$ cat src/rtl/rom_uart_loader.sv
// rom_uart_loader: receives a length-prefixed image over UART and writes it word-by-word into the instruction ROM
module rom_uart_loader #(
  parameter int WAIT   = 8,
  parameter int ADDR_W = 10
) (
  input  logic              clk,
  input  logic              reset,
  input  logic              uart_rx,
  output logic              load_we,
  output logic [ADDR_W-1:0] load_addr,
  output logic [31:0]       load_data,
  output logic              cpu_hold,
  output logic              err
);
  typedef enum logic [1:0] {R_IDLE, R_START, R_DATA, R_STOP} rx_t;
  typedef enum logic [1:0] {L_LEN0, L_LEN1, L_DATA} ld_t;
  localparam int CW = $clog2(WAIT);
  logic              s1_q, s2_q, prev_q;
  rx_t               rs_q, rs_d;
  logic [CW-1:0]     cnt_q, cnt_d;
  logic [2:0]        bit_q, bit_d;
  logic [7:0]        sh_q, sh_d;
  logic              byte_valid, frame_err;
  ld_t               ls_q, ls_d;
  logic [15:0]       len_q, len_d, words_q, words_d;
  logic [1:0]        bc_q, bc_d;
  logic [31:0]       data_q, data_d;
  logic [ADDR_W-1:0] addr_q, addr_d;
  logic              we_q, we_d, hold_q, hold_d, err_q, err_d;

  // Two-flop synchronizer plus a delayed copy for start-edge detection; idles high
  always_ff @(posedge clk or negedge reset)
    if (!reset) {s1_q, s2_q, prev_q} <= 3'b111;
    else {s1_q, s2_q, prev_q} <= {uart_rx, s1_q, s2_q};

  // State registers for both FSMs and the loader datapath
  always_ff @(posedge clk or negedge reset)
    if (!reset) begin
      rs_q    <= R_IDLE;
      cnt_q   <= '0;
      bit_q   <= '0;
      sh_q    <= '0;
      ls_q    <= L_LEN0;
      len_q   <= '0;
      words_q <= '0;
      bc_q    <= '0;
      data_q  <= '0;
      addr_q  <= '0;
      we_q    <= 1'b0;
      hold_q  <= 1'b0;
      err_q   <= 1'b0;
    end else begin
      rs_q    <= rs_d;
      cnt_q   <= cnt_d;
      bit_q   <= bit_d;
      sh_q    <= sh_d;
      ls_q    <= ls_d;
      len_q   <= len_d;
      words_q <= words_d;
      bc_q    <= bc_d;
      data_q  <= data_d;
      addr_q  <= addr_d;
      we_q    <= we_d;
      hold_q  <= hold_d;
      err_q   <= err_d;
    end

  // UART receiver: mid-bit sampling, glitch rejection on the start bit, framing check on stop
  always_comb begin
    rs_d       = rs_q;
    cnt_d      = cnt_q + 1'b1;
    bit_d      = bit_q;
    sh_d       = sh_q;
    byte_valid = 1'b0;
    frame_err  = 1'b0;
    case (rs_q)
      R_IDLE: begin
        cnt_d = '0;
        if (prev_q && !s2_q) rs_d = R_START;
      end
      R_START:
        if (cnt_q == CW'(WAIT/2 - 1)) begin
          cnt_d = '0;
          bit_d = '0;
          rs_d  = s2_q ? R_IDLE : R_DATA;
        end
      R_DATA:
        if (cnt_q == CW'(WAIT - 1)) begin
          cnt_d = '0;
          sh_d  = {s2_q, sh_q[7:1]};
          bit_d = bit_q + 1'b1;
          if (bit_q == 3'd7) rs_d = R_STOP;
        end
      R_STOP:
        if (cnt_q == CW'(WAIT - 1)) begin
          cnt_d      = '0;
          byte_valid = s2_q;
          frame_err  = !s2_q;
          rs_d       = R_IDLE;
        end
      default: rs_d = R_IDLE;
    endcase
  end

  // Loader: length prefix, little-endian word assembly, write strobe and address advance
  always_comb begin
    ls_d    = ls_q;
    len_d   = len_q;
    words_d = words_q;
    bc_d    = bc_q;
    data_d  = data_q;
    addr_d  = addr_q;
    we_d    = 1'b0;
    hold_d  = hold_q;
    err_d   = err_q;
    if (we_q) begin
      addr_d  = addr_q + 1'b1;
      words_d = words_q + 1'b1;
      if (words_q + 16'd1 == len_q) begin
        hold_d = 1'b0;
        err_d  = 1'b0;
        ls_d   = L_LEN0;
      end
    end
    if (frame_err) begin
      err_d = 1'b1;
      bc_d  = '0;
      ls_d  = L_LEN0;
    end else if (byte_valid)
      case (ls_q)
        L_LEN0: begin
          len_d[7:0] = sh_q;
          hold_d     = 1'b1;
          ls_d       = L_LEN1;
        end
        L_LEN1: begin
          len_d = {sh_q, len_q[7:0]};
          if (len_d == 16'd0) begin
            hold_d = 1'b0;
            err_d  = 1'b0;
            ls_d   = L_LEN0;
          end else begin
            ls_d    = L_DATA;
            words_d = '0;
            addr_d  = '0;
            bc_d    = '0;
          end
        end
        L_DATA: begin
          data_d = {sh_q, data_q[31:8]};
          bc_d   = bc_q + 1'b1;
          we_d   = (bc_q == 2'd3);
        end
        default: ls_d = L_LEN0;
      endcase
  end

  assign load_we   = we_q;
  assign load_addr = addr_q;
  assign load_data = data_q;
  assign cpu_hold  = hold_q;
  assign err       = err_q;
endmodule

$ cat config.mk
export PLATFORM = sky130hd
export DESIGN_NAME = rom_uart_loader
export DESIGN_NICKNAME = d
export VERILOG_FILES = /design/src/rtl/rom_uart_loader.sv
export SDC_FILE = /design/constraint.sdc
export NUM_CORES = 1
export LEC_CHECK = 0
export CAP_MARGIN = 10
export CELL_PAD_IN_SITES_DETAIL_PLACEMENT = 0
export CELL_PAD_IN_SITES_GLOBAL_PLACEMENT = 2
export CORE_MARGIN = 10
export CORE_UTILIZATION = 38
export DETAILED_ROUTE_END_ITERATION = 16
export GPL_ROUTABILITY_DRIVEN = 0
export PLACE_DENSITY_LB_ADDON = 0.1
export SLEW_MARGIN = 10
export SYNTH_ARGS = -nofsm -noshare
export SYNTH_HDL_FRONTEND = slang
export SYNTH_SLANG_ARGS = --single-unit
$ cat constraint.sdc
create_clock -name clk -period 3.23 [get_ports clk]
set_clock_uncertainty 0.05 [all_clocks]
set_input_delay 0.969 -clock clk [delete_from_list [all_inputs] [get_ports clk]]
set_output_delay 0.969 -clock clk [all_outputs]
set_load 0.01 [all_outputs]
* Yosys cells after proc, flatten, opt, wreduce, memory -nomap -nowiden
Cells that the tools add are included.
** Storage, ports and cells
- Flip-flop bits (word level) :: 100
- Word-level logic and storage cells :: 107
- Bits of input ports :: 3
** Operators by class
- Add/sub/neg operators :: 5
- Bitwise logic cells :: 1
- Equality and inequality tests :: 16
- Mux-type cells :: 52
- Reductions and logical operators :: 16
** Operators with widths (count)
- 2-to-1 mux 16 bit :: 5
- 2-to-1 mux 10 bit :: 5
- 2-to-1 mux 2 bit :: 14
- 2-to-1 mux 1 bit :: 18
- adder 16 x 1 -> 16 bit, second input constant :: 1
- == test 16 bit :: 1
- logical NOT 16 bit :: 1
- AND reduction 3 bit :: 5
- 2-to-1 mux 3 bit :: 4
- adder 10 x 1 -> 10 bit, second input constant :: 1
- != test 2 bit, second input constant :: 5
- one-hot mux 3 bit (3 select lines) :: 1
- == test 2 bit, second input constant :: 4
- one-hot mux 2 bit (4 select lines) :: 1
- adder 3 x 1 -> 3 bit, second input constant :: 2
- == test 3 bit, second input constant :: 2
- one-hot mux 2 bit (3 select lines) :: 1
- one-hot mux 3 bit (2 select lines) :: 1
- AND reduction 5 bit :: 1
- == test 2 x 1 -> 1 bit, second input constant :: 2
- logical NOT 2 bit :: 2
- one-hot mux 2 bit (2 select lines) :: 1
- nonzero test 2 bit :: 2
- == test 3 x 2 -> 1 bit, second input constant :: 1
- 9 further kinds :: 9

* Logic depth before layout (Yosys ltp)
Gate-level depths: netlist (run 1).
- Depth after elaboration :: 8
- Gate-level depth with buffers :: 9

* Worst setup path before layout (run 1)
No wires, ideal clock.
- Path kind :: flip-flop to flip-flop
- From :: register cnt_q[0]
- To :: register len_q[0]
- Data arrival time :: 2.080 ns
- Stages on the path, launching flop included :: 7
- Path slack :: 0.975 ns
- Cells stage by stage :: dfrtp_1 > ha_1 > ha_1 > nand3_1 > or3b_2 > nor2_2 > mux2_2
** On the way
- Cells in the longest elaborated chain, start to end :: 5
- Elaborated cells between the ends (all ways) :: 7
- Classes of those cells :: 1 x eq/ne; 4 x mux; 1 x bitwise; 1 x reduce/logical
** RTL lines
- start, declared :: line 20 : logic [CW-1:0] cnt_q, cnt_d;
- start signal, assigned :: line 54 : cnt_q <= cnt_d;
- == test 3 bit * :: line 95 : if (cnt_q == CW'(WAIT - 1)) begin
- 2-to-1 mux 1 bit :: line 95
- 2-to-1 mux 1 bit :: line 76 : case (rs_q)
- inverter 1 bit (no source line)
- AND reduction 3 bit (no source line) *
- end signal, assigned :: line 58 : len_q <= len_d;
- end, declared :: line 25 : logic [15:0] len_q, len_d, words_q, words_d;
Mark *: on every way between the ends. The rest lies on a longest branch, timed or not.
A chain may end at the register's enable or synchronous reset.

* Final worst setup path (run 1)
- From :: register words_q[0]
- To :: register err_q (netlist: err)
** On the way
- Cells in the longest elaborated chain, start to end :: 8
** RTL lines
- start, declared :: line 25
- start signal, assigned :: line 59 : words_q <= words_d;
- adder 16 x 1 -> 16 bit * :: line 119 : if (words_q + 16'd1 == len_q) begin
- == test 16 bit * :: line 119
- 2-to-1 mux 1 bit * :: line 119
- 2-to-1 mux 1 bit * :: line 116 : if (we_q) begin
- 2-to-1 mux 1 bit :: line 138 : if (len_d == 16'd0) begin
- 2-to-1 mux 1 bit :: line 130 : case (ls_q)
- 2-to-1 mux 1 bit * :: line 129 : end else if (byte_valid)
- 2-to-1 mux 1 bit * :: line 125 : if (frame_err) begin
- named net err_d :: line 29 : logic we_q, we_d, hold_q, hold_d, err_q, err_d;
- end signal, assigned :: line 65 : err_q <= err_d;
- end, declared :: line 29
The timed path passes the listed nets; every way through them passes the cells marked *.

==> results of run 1 <==
==> power by group <==
| group | internal [W] | leakage (nW) | switching (W) |
|---|---|---|---|
| logic | 0.0000931 | 1.08 | 0.000100 |
| registers | 0.00130 | 1.38 | 0.0000765 |
| clock network | 0.000630 | 0.155 | 0.000483 |
==> metal layers <==
layer  vias to the layer above  wire length [µm]
li1                       1498                 -
met1                      1552              4760
met2                        48              4290
met3                         9               549
met4                         0                99
met5                         -                 0
==> stage by stage <==
step	total power, W	area, µm²
floorplan	0.00151	4710
global placement	0.00160	5350
detailed placement	0.00160	5350
CTS	0.00275	5660
global route	0.00284	5660
finish	0.00269	5660
==> kinds of logic after synthesis <==
family	count (synthesis)	synth area share, %
AO/OA/AOI/OAI	43	6.05
buffers and inverters	28	2.52
AND/OR/NAND/NOR	116	13.5
multiplexers	59	14.0
adder cells (fa/ha/maj)	9	2.39
flip-flops	100	53.2
XOR/XNOR	45	8.36
==> Yosys cell counts (all sizes together), types with 2 or more instances <==
cell	count
xnor2	20
inv	8
o21ai	8
clkbuf	8
nand3	12
o2111ai	2
nor3	7
nand4	11
a32o	2
nor2b	2
dfrtp	97
and2	3
and4	3
or3b	2
mux2	56
a21oi	11
nor3b	2
a22o	2
o22ai	6
nor2	40
mux2i	3
nor4	5
buf	12
nand2	20
a31oi	5
xor2	25
ha	9
dfstp	3
and3	6
==> final cells by class <==
| type | instances | area [µm²] |
|---|---|---|
| fillers | 1135 | 6400 |
| flip-flops and latches | 100 | 2510 |
| repair buffers | 52 | 518 |
| clock buffers | 10 | 239 |
| inverters | 8 | 30.0 |
| multi-input cells | 272 | 2090 |
| clock inverters | 6 | 68.8 |
| well taps | 168 | 210 |
==> state kept, by name (all words and copies together) (netlist names), 2 cells and up, named ones only <==
| name | count |
|---|---|
| ls_q | 2 |
| sh_q | 8 |
| bc_q | 2 |
| cnt_q | 3 |
| load_addr | 10 |
| words_q | 16 |
| load_data | 32 |
| bit_q | 3 |
| len_q | 16 |
==> worst max-delay path, delay by kind of cell, from the launching register on <==
family	cells	cell delay [ns]
AO/OA/AOI/OAI	4	0.62
flip-flops	1	0.46
adder cells (fa/ha/maj)	1	0.32
AND/OR/NAND/NOR	3	0.98
==> final timing paths <==
| kind | startpoint | endpoint | slack, ns | depth (start not counted) |
|---|---|---|---|---|
| worst max-delay path | words_q[0] | err | 0.67 | 8 |
| worst min-delay path | s1_q | s2_q | 0.31 | 0 |
| worst max register to register | words_q[0] | err | 0.67 | 8 |
| worst min register to register | s1_q | s2_q | 0.31 | 0 |
| max in group asynchronous | reset | s2_q | 1.92 | 2 |
| min in group asynchronous | reset | load_addr[8] | 0.54 | 1 |
==> reports/qor.txt, run 1 <==
Outcome: complete, no violations
CP peak stage delay: 0.46 ns
Post-CTS setup buffer count: 0
Synth Net Count: 412
Seq/Total Area, Yosys: 53.2%
Post-route ant nets: 0
PostCTS Resize Cnt: 0
Post-CTS Hold Buffers: 0
Avg WL per Cell: 15.8 µm
Bufs on Longest Clock Path: 2
Antenna diode count: 0
Total wire length: 9.70 mm
Layout cells sized above 1: 20.5%
Yosys warnings: 0
Die Y: 131 µm
DRT Pass-1 Iters: 4
Hold Fails Final Rpt: 0
Relative slew slack: 66.3%
DIE AREA: 17300 µm²
Die Width: 131 µm
Setup crit start kind: register
Hold crit path type: register to register
Final critical-path share of the clock period: 79.4%
Setup TNS: 0 ns
Worst path cell trace: ha_1, nand4_1, nor2_1, a31oi_1, a41oi_1, o2111ai_1, nor4b_4, o22ai_1
GR Overflow Total: 0
Syn-to-layout area delta: 20.1%
Synthesized area: 4710 µm²
Final Setup Violations: 0
Leak: 2.61 nW
Largest net degree at the start of global routing: 47
Initial cell density of the core: 39.1%
CP required: 3.39 ns
Root buf cell: clkbuf_16
Hpwl dp: 6.62 mm
Initial antenna violation count: 0
Final WS setup: 0.666 ns
GRT Max-Usage Layer: met2
All-Layer GR Usage: 11.7%
Post-DR vias/cell: 5.04
Row count: 40
Met3 usage: 4.84%
Final non-filler cell total: 616
Ports: 48
Number of remaining DRC errors: 0
Max FO, Critical Path: 7
Top_reg_cell synth: dfrtp_1
Number of global-route vias before repair: 3179
Layout Nets: 455
DP Cell Count: 600
Commonest non-fill, non-tap cell in the layout: dfrtp_1
Critical Path End Type: register
Worst-margin pin slew: 0.506 ns
Worst hold slack: 0.310 ns
Final Max Tran Viols: 0
Vias: 3107
Met1 GRT Util: 15.9%
Avg Synthesized Cell Area: 11.8 µm²
H-Tree Depth: 3
Ranking of synthesized cells by area: dfrtp_1, mux2_2, xor2_1, xnor2_1, nor2_1
Share of the synthesized area in the top cell type: 51.5%
Cell count after synthesis: 400
PwrDens: 475 nW/µm²
EDFF count, synth: 0
CORE AREA: 12100 µm²
Post-synth top area cell: dfrtp_1
Worst Path Arrival: 2.72 ns
CTS Buf Count: 9
Post-synth ARST share: 100%
First-pass GRT wire length: 16.9 mm
Max-cap viol count: 0
TritonCTS clock tree: done
Unrepaired setup endpoints after global routing: false
CP Class: register to register
Port Buffers: 47
Starting DRT DRC Count: 177
M2 GR Usage: 16.9%
Most frequent cells in the layout: dfrtp_1, mux2_2, clkdlybuf4s50_1
Sink Count: 100
Final min period: 2.56 ns
Maximum achievable frequency: 390 MHz
Reg clk slew, reported paths: 0.07 ns
Clock latency at the later pin of the worst-skew pair: 0.35 ns
Pre-CTS setup slack: 0.667 ns
Number of synthesized register bits: 100
Core Util, Final: 46.9%
CP max-delay cell: dfrtp_1
VDD IR max: 0.000336 V
Netlist cell types: 48
Power figures use the tool's default switching activity.
==> run 2, diff against run 1 <==
--- a/config.mk
+++ b/config.mk
@@ -9,7 +9,7 @@
 export CELL_PAD_IN_SITES_DETAIL_PLACEMENT = 0
 export CELL_PAD_IN_SITES_GLOBAL_PLACEMENT = 2
 export CORE_MARGIN = 10
-export CORE_UTILIZATION = 38
+export CORE_UTILIZATION = 35
 export DETAILED_ROUTE_END_ITERATION = 16
 export GPL_ROUTABILITY_DRIVEN = 0
 export PLACE_DENSITY_LB_ADDON = 0.1
==> constraint.sdc (replaced) <==
create_clock -name clk -period 2.19 [get_ports clk]
set_clock_uncertainty 0.05 [all_clocks]
set_input_delay 0.657 -clock clk [delete_from_list [all_inputs] [get_ports clk]]
set_output_delay 0.657 -clock clk [all_outputs]
set_load 0.01 [all_outputs]
==> run 2 against run 1 <==
  * Worst hold slack got worse by 0.015 ns
  * Count of clock-buffer cells in the layout decreased by 1
  * Power increased by 48%
  * Largest power group unchanged
  * Register-to-register slack got worse by 0.61 ns
  * Sequential power increased by 44%
  * Global-route usage increased by 0.33 points
  * Non-clock buffer count increased by 33
==> reports/qor.txt, run 2 (synthesis results as in run 1) <==
Worst-margin pin slew: 0.566 ns (+0.0597 ns)
Relative slew slack: 62.3% (-4.0 points)
Worst Path Arrival: 2.30 ns (-0.42 ns)
Number of global-route vias before repair: 3273 (+3.0%)
Net Sw Power: 0.00106 W (+61%)
H-Tree Depth: 3 (unchanged)
Port Buffers: 47 (unchanged)
Delay-heaviest family, CP: simple AND/OR/NAND/NOR gates
TritonCTS clock tree: done
Syn-to-layout area delta: 27.2%
Critical Path End Type: register
Leak: 2.79 nW (+6.7%)
DIE AREA: 18500 µm² (+7.2%)
Pre-CTS setup slack: -0.0495 ns (-0.716 ns)
Clock power frac: 40.1% (-1.3 points)
Final Max Tran Viols: 0 (unchanged)
Largest net degree at the start of global routing: 101 (+110%)
Die Width: 136 µm (+3.6%)
CP peak stage delay: 0.35 ns (-0.11 ns)
Internal Power: 0.00291 W (+44%)
Post-route ant nets: 0 (unchanged)
Reg clk slew, reported paths: 0.07 ns (about the same)
Row count: 42 (+5.0%)
CP max-delay cell: dfrtp_1
Sequential power share: 50.0% (-1.4 points)
PwrDens: 663 nW/µm² (+40%)
Number of remaining DRC errors: 0 (unchanged)
CTS Buf Count: 9 (unchanged)
Most frequent cells in the layout: dfrtp_1, mux2_2, clkdlybuf4s50_1
DRT Pass-1 Iters: 4 (unchanged)
Max-cap viol count: 0 (unchanged)
First-pass GRT wire length: 17.8 mm (+5.4%)
Clock latency at the later pin of the worst-skew pair: 0.35 ns (about the same)
Antenna diode count: 0 (unchanged)
VDD IR max: 0.000344 V (+2.4%)
Ports: 48 (unchanged)
Post-DR vias/cell: 4.88 (-3.3%)
Hold Fails Final Rpt: 0 (unchanged)
Outcome: complete, no violations
Max FO, Critical Path: 6 (-1)
All-Layer GR Usage: 12.1% (+0.33 points)
Root buf cell: clkbuf_16
Final critical-path share of the clock period: 97.5% (+18 points)
Avg WL per Cell: 15.9 µm (+0.99%)
Sink Count: 100 (unchanged)
Unrepaired setup endpoints after global routing: true
Core Util, Final: 45.4% (-1.5 points)
CP Class: register to register
Net Sw Frac: 26.7% (+2.2 points)
CORE AREA: 13200 µm² (+9.4%)
Power share of the combinational group: 9.9% (+2.7 points)
Maximum achievable frequency: 468 MHz (+20%)
Die Y: 136 µm (+3.6%)
Setup crit start kind: register
Final min period: 2.14 ns (-0.428 ns)
CP bufs+invs: 1 (+1)
Total wire length: 10.5 mm (+7.7%)
Initial antenna violation count: 0 (unchanged)
Initial cell density of the core: 35.7% (-3.3 points)
Hpwl dp: 7.08 mm (+6.9%)
Layout Nets: 488 (+7.3%)
Final Setup Violations: 0 (unchanged)
Worst hold slack: 0.295 ns (-0.0146 ns)
Layout cells sized above 1: 28.3% (+7.7 points)
Setup TNS: 0 ns (unchanged)
Bufs on Longest Clock Path: 2 (unchanged)
Vias: 3204 (+3.1%)
Worst path cell trace: buf_4, nand3_4, nor3_4, a31oi_1, mux2_2, o22ai_2, nor4b_4, o22ai_1
Hold crit path type: input port to asynchronous set/reset pin
Commonest non-fill, non-tap cell in the layout: dfrtp_1
CP required: 2.35 ns (-1.04 ns)
Starting DRT DRC Count: 227 (+28%)
GR Overflow Total: 0 (unchanged)
Max FFs per register: 32 (unchanged)
Final WS setup: 0.0540 ns (-0.612 ns)
Design Power: 0.00397 W (+48%)
-- run 2: worst paths after layout --
kind | startpoint | endpoint | slack [ns] | depth (start not counted)
max | words_q[0] | ls_q[0] | 0.05 | 8
min reg2reg | s1_q | s2_q | 0.32 | 0
max in group asynchronous | reset | words_q[3] | 1.32 | 2
min in group clk | s1_q | s2_q | 0.32 | 0
min | reset | words_q[9] | 0.30 | 2
max reg2reg | words_q[0] | ls_q[0] | 0.05 | 8
-- run 2: timing repair --
action | 4_1_cts | 5_1_grt
pin swaps | 9 | 6
setup buffers | 3 | 3
setup endpoints to repair | 5 | 29
resized for setup | 6 | 9
hold endpoints to repair | 0 | 0
hold buffers | 0 | 0
-- run 2: metrics by stage --
| stage | instance area [µm²] | instances |
|---|---|---|
| after CTS | 5930 | 654 |
| after floorplan | 4720 | 400 |
| after global routing | 5990 | 657 |
| after detailed placement | 5590 | 635 |
| final | 5990 | 657 |
| after global placement | 5590 | 635 |
-- run 2: cell type report --
class                      count  area (µm²)
sequential                   100        2510
fill                        1272        7200
tap                          176         220
multi-input combinational    272        2150
clock inverter                 7        72.6
timing repair buffer          85         791
inverter                       8        30.0
clock buffer                   9         225
-- run 2: routing by layer --
metal | up-vias | track usage (%) | part of all wire [%] | routed length [µm]
li1 | 1567 | - | - | -
met1 | 1586 | 15.8 | 48 | 4980
met2 | 42 | 18.1 | 46 | 4760
met3 | 9 | 4.80 | 5.8 | 601
met4 | 0 | 3.25 | 1.1 | 110
met5 | - | 0 | 0 | 0
-- run 2: power by group through the flow --
stage                     sequential (W)  clock (W)  combinational, W
after detailed placement         0.00202          0          0.000394
after global placement           0.00202          0          0.000384
final                            0.00199    0.00159          0.000392
after floorplan                  0.00201          0          0.000224
after global routing             0.00200    0.00174          0.000455
after CTS                        0.00199    0.00166          0.000397
==> run 3, diff against run 2 <==
--- a/config.mk
+++ b/config.mk
@@ -12,6 +12,7 @@
 export CORE_UTILIZATION = 35
 export DETAILED_ROUTE_END_ITERATION = 16
 export GPL_ROUTABILITY_DRIVEN = 0
+export GPL_TIMING_DRIVEN = 0
 export PLACE_DENSITY_LB_ADDON = 0.1
 export SLEW_MARGIN = 10
 export SYNTH_ARGS = -nofsm -noshare
==> run 3 against run 2 <==
  * Clock power about the same
  * Final cell count decreased by 0.76%
  * Sequential share of layout area down 0.17 points
  * Core utilization grew 0.23 points
  * Global-route usage rose by 0.12 points
  * Wire length up 0.55%
  * Non-clock buffer count down 5
  * Critical path type unchanged
  * Critical endpoint unchanged
  * Largest cell class unchanged
==> reports/qor.txt, run 3 (synthesis results as in run 1) <==
DRT Pass-1 Iters: 4 (unchanged)
Commonest non-fill, non-tap cell in the layout: dfrtp_1
DIE AREA: 18500 µm² (unchanged)
Net Sw Power: 0.00104 W (-1.7%)
Largest net degree at the start of global routing: 86 (-15%)
Post-route ant nets: 0 (unchanged)
Number of global-route vias before repair: 3396 (+3.8%)
Root buf cell: clkbuf_16
Bufs on Longest Clock Path: 2 (unchanged)
Post-DR vias/cell: 5.00 (+2.6%)
Number of remaining DRC errors: 0 (unchanged)
Layout Nets: 483 (-1.0%)
Final Setup Violations: 0 (unchanged)
Relative slew slack: 56.4% (-5.9 points)
Sink Count: 100 (unchanged)
CTS Buf Count: 9 (unchanged)
Starting DRT DRC Count: 124 (-45%)
TritonCTS clock tree: done
DP Cell Count: 624 (-1.7%)
Sequential power share: 50.6% (+0.6 points)
Most frequent cells in the layout: dfrtp_1, mux2_2, clkdlybuf4s50_1
CORE AREA: 13200 µm² (unchanged)
Final min period: 2.17 ns (+0.0332 ns)
Max FFs per register: 32 (unchanged)
VDD IR max: 0.000457 V (+33%)
Syn-to-layout area delta: 27.9%
All-Layer GR Usage: 12.2% (+0.12 points)
Critical Path End Type: register
GR Overflow Total: 0 (unchanged)
Ports: 48 (unchanged)
Initial cell density of the core: 35.7% (unchanged)
Antenna diode count: 0 (unchanged)
Clock power frac: 39.4% (-0.7 points)
H-Tree Depth: 3 (unchanged)
Maximum achievable frequency: 461 MHz (-1.5%)
Die Width: 136 µm (unchanged)
Die Y: 136 µm (unchanged)
Reg clk slew, reported paths: 0.07 ns (about the same)
Leak: 2.75 nW (-1.3%)
Power share of the combinational group: 10.1% (+0.2 points)
CP required: 2.36 ns (about the same)
Clock latency at the later pin of the worst-skew pair: 0.35 ns (about the same)
Final critical-path share of the clock period: 99.0% (+1.5 points)
Max FO, Critical Path: 5 (-1)
Hold crit path type: input port to asynchronous set/reset pin
Max-cap viol count: 0 (unchanged)
Hpwl dp: 7.26 mm (+2.6%)
Total wire length: 10.5 mm (+0.55%)
Avg WL per Cell: 16.1 µm (+1.3%)
Hold Fails Final Rpt: 0 (unchanged)
Internal Power: 0.00293 W (+0.48%)
Initial antenna violation count: 0 (unchanged)
Net Sw Frac: 26.3% (-0.42 points)
First-pass GRT wire length: 18.0 mm (+1.3%)
Vias: 3262 (+1.8%)
PwrDens: 659 nW/µm² (-0.59%)
Setup crit start kind: register
Worst Path Arrival: 2.34 ns (+0.04 ns)
Port Buffers: 47 (unchanged)
Row count: 42 (unchanged)
CP Class: register to register
Worst-margin pin slew: 0.655 ns (+0.0892 ns)
Setup TNS: 0 ns (unchanged)
Final non-filler cell total: 652 (-0.76%)
Outcome: complete, no violations
Final Max Tran Viols: 0 (unchanged)
Layout cells sized above 1: 29.6% (+1.3 points)
Fillers: 1241 (-2.4%)
Unrepaired setup endpoints after global routing: true
==> run 3: cell count changes in the layout (fill, tap and decap cells not counted), sizes merged <==
cell / before / now
clkbuf: 9 / 17
clkinvlp: 1 / 3
inv: 13 / 10
buf: 39 / 27
==> run 3: stage by stage <==
stage	power, W	cell area [µm²]	setup slack (ns)	hold WS, ns	utilization [%]
final	0.00397	6020	0.0208	0.0888	45.7
after global routing	0.00417	6020	-0.0820	0.0849	45.7
after CTS	0.00402	5920	0.000591	0.0755	44.9
after detailed placement	0.00240	5440	-0.587	0.297	41.2
after global placement	0.00238	5410	-3.61	0.296	41.0
after floorplan	0.00223	4720	0.0180	0.295	-
==> run 3: power by group through the flow <==
stage | sequential [W] | clock (W) | combinational, W
after floorplan | 0.00201 | 0 | 0.000224
after CTS | 0.00200 | 0.00164 | 0.000383
after detailed placement | 0.00203 | 0 | 0.000368
after global placement | 0.00202 | 0 | 0.000352
after global routing | 0.00202 | 0.00169 | 0.000464
final | 0.00201 | 0.00156 | 0.000399
==> run 3: layout make-up <==
| cell class | instances | area [µm²] | share of cell area [%] |
|---|---|---|---|
| flip-flops and latches | 100 | 2510 | 41.7 |
| multi-input cells | 272 | 2240 | 37.2 |
| repair buffers | 63 | 619 | 10.3 |
| clock buffers | 10 | 239 | 3.97 |
| well taps | 176 | 220 | 3.66 |
| plain buffers | 17 | 106 | 1.77 |
| clock inverters | 6 | 56.3 | 0.935 |
| inverters | 8 | 30.0 | 0.498 |
==> run 3: worst max-delay path, cell delays in order, from the launching register on <==
cell and delay [ns]:
dfrtp_2 0.39, buf_4 0.14, nand3_4 0.14, nor3_4 0.33, a31oi_1 0.13, mux2_4 0.28
o22ai_2 0.13, nor4b_4 0.22, buf_6 0.16, o22ai_1 0.07
==> run 3: layer usage <==
| metal | wire, µm | GRT usage [%] |
|---|---|---|
| met5 | 0 | 0 |
| met4 | 148 | 3.91 |
| met3 | 629 | 4.58 |
| met2 | 4860 | 19.1 |
| met1 | 4870 | 15.3 |
==> run 3: what timing repair did <==
| item | in CTS | in global routing |
|---|---|---|
| buffers inserted | 11 | 4 |
| gates resized for setup | 31 | 18 |
| endpoints found under the setup margin | 80 | 53 |
| pin swaps | 6 | 12 |
| hold buffers | 0 | 0 |
| hold endpoints to repair | 0 | 0 |
==> run 3: path summary, 6_finish.rpt <==
kind                       slack [ns]           end  cells past startpoint  startpoint
hold / removal                   0.09    words_q[7]                      1       reset
max in group asynchronous        1.33  load_data[0]                      2       reset
min in group clk                 0.31          s2_q                      0        s1_q
setup reg to reg                 0.02       ls_q[0]                      9  words_q[0]
hold reg to reg                  0.31          s2_q                      0        s1_q
setup / recovery                 0.02       ls_q[0]                      9  words_q[0]
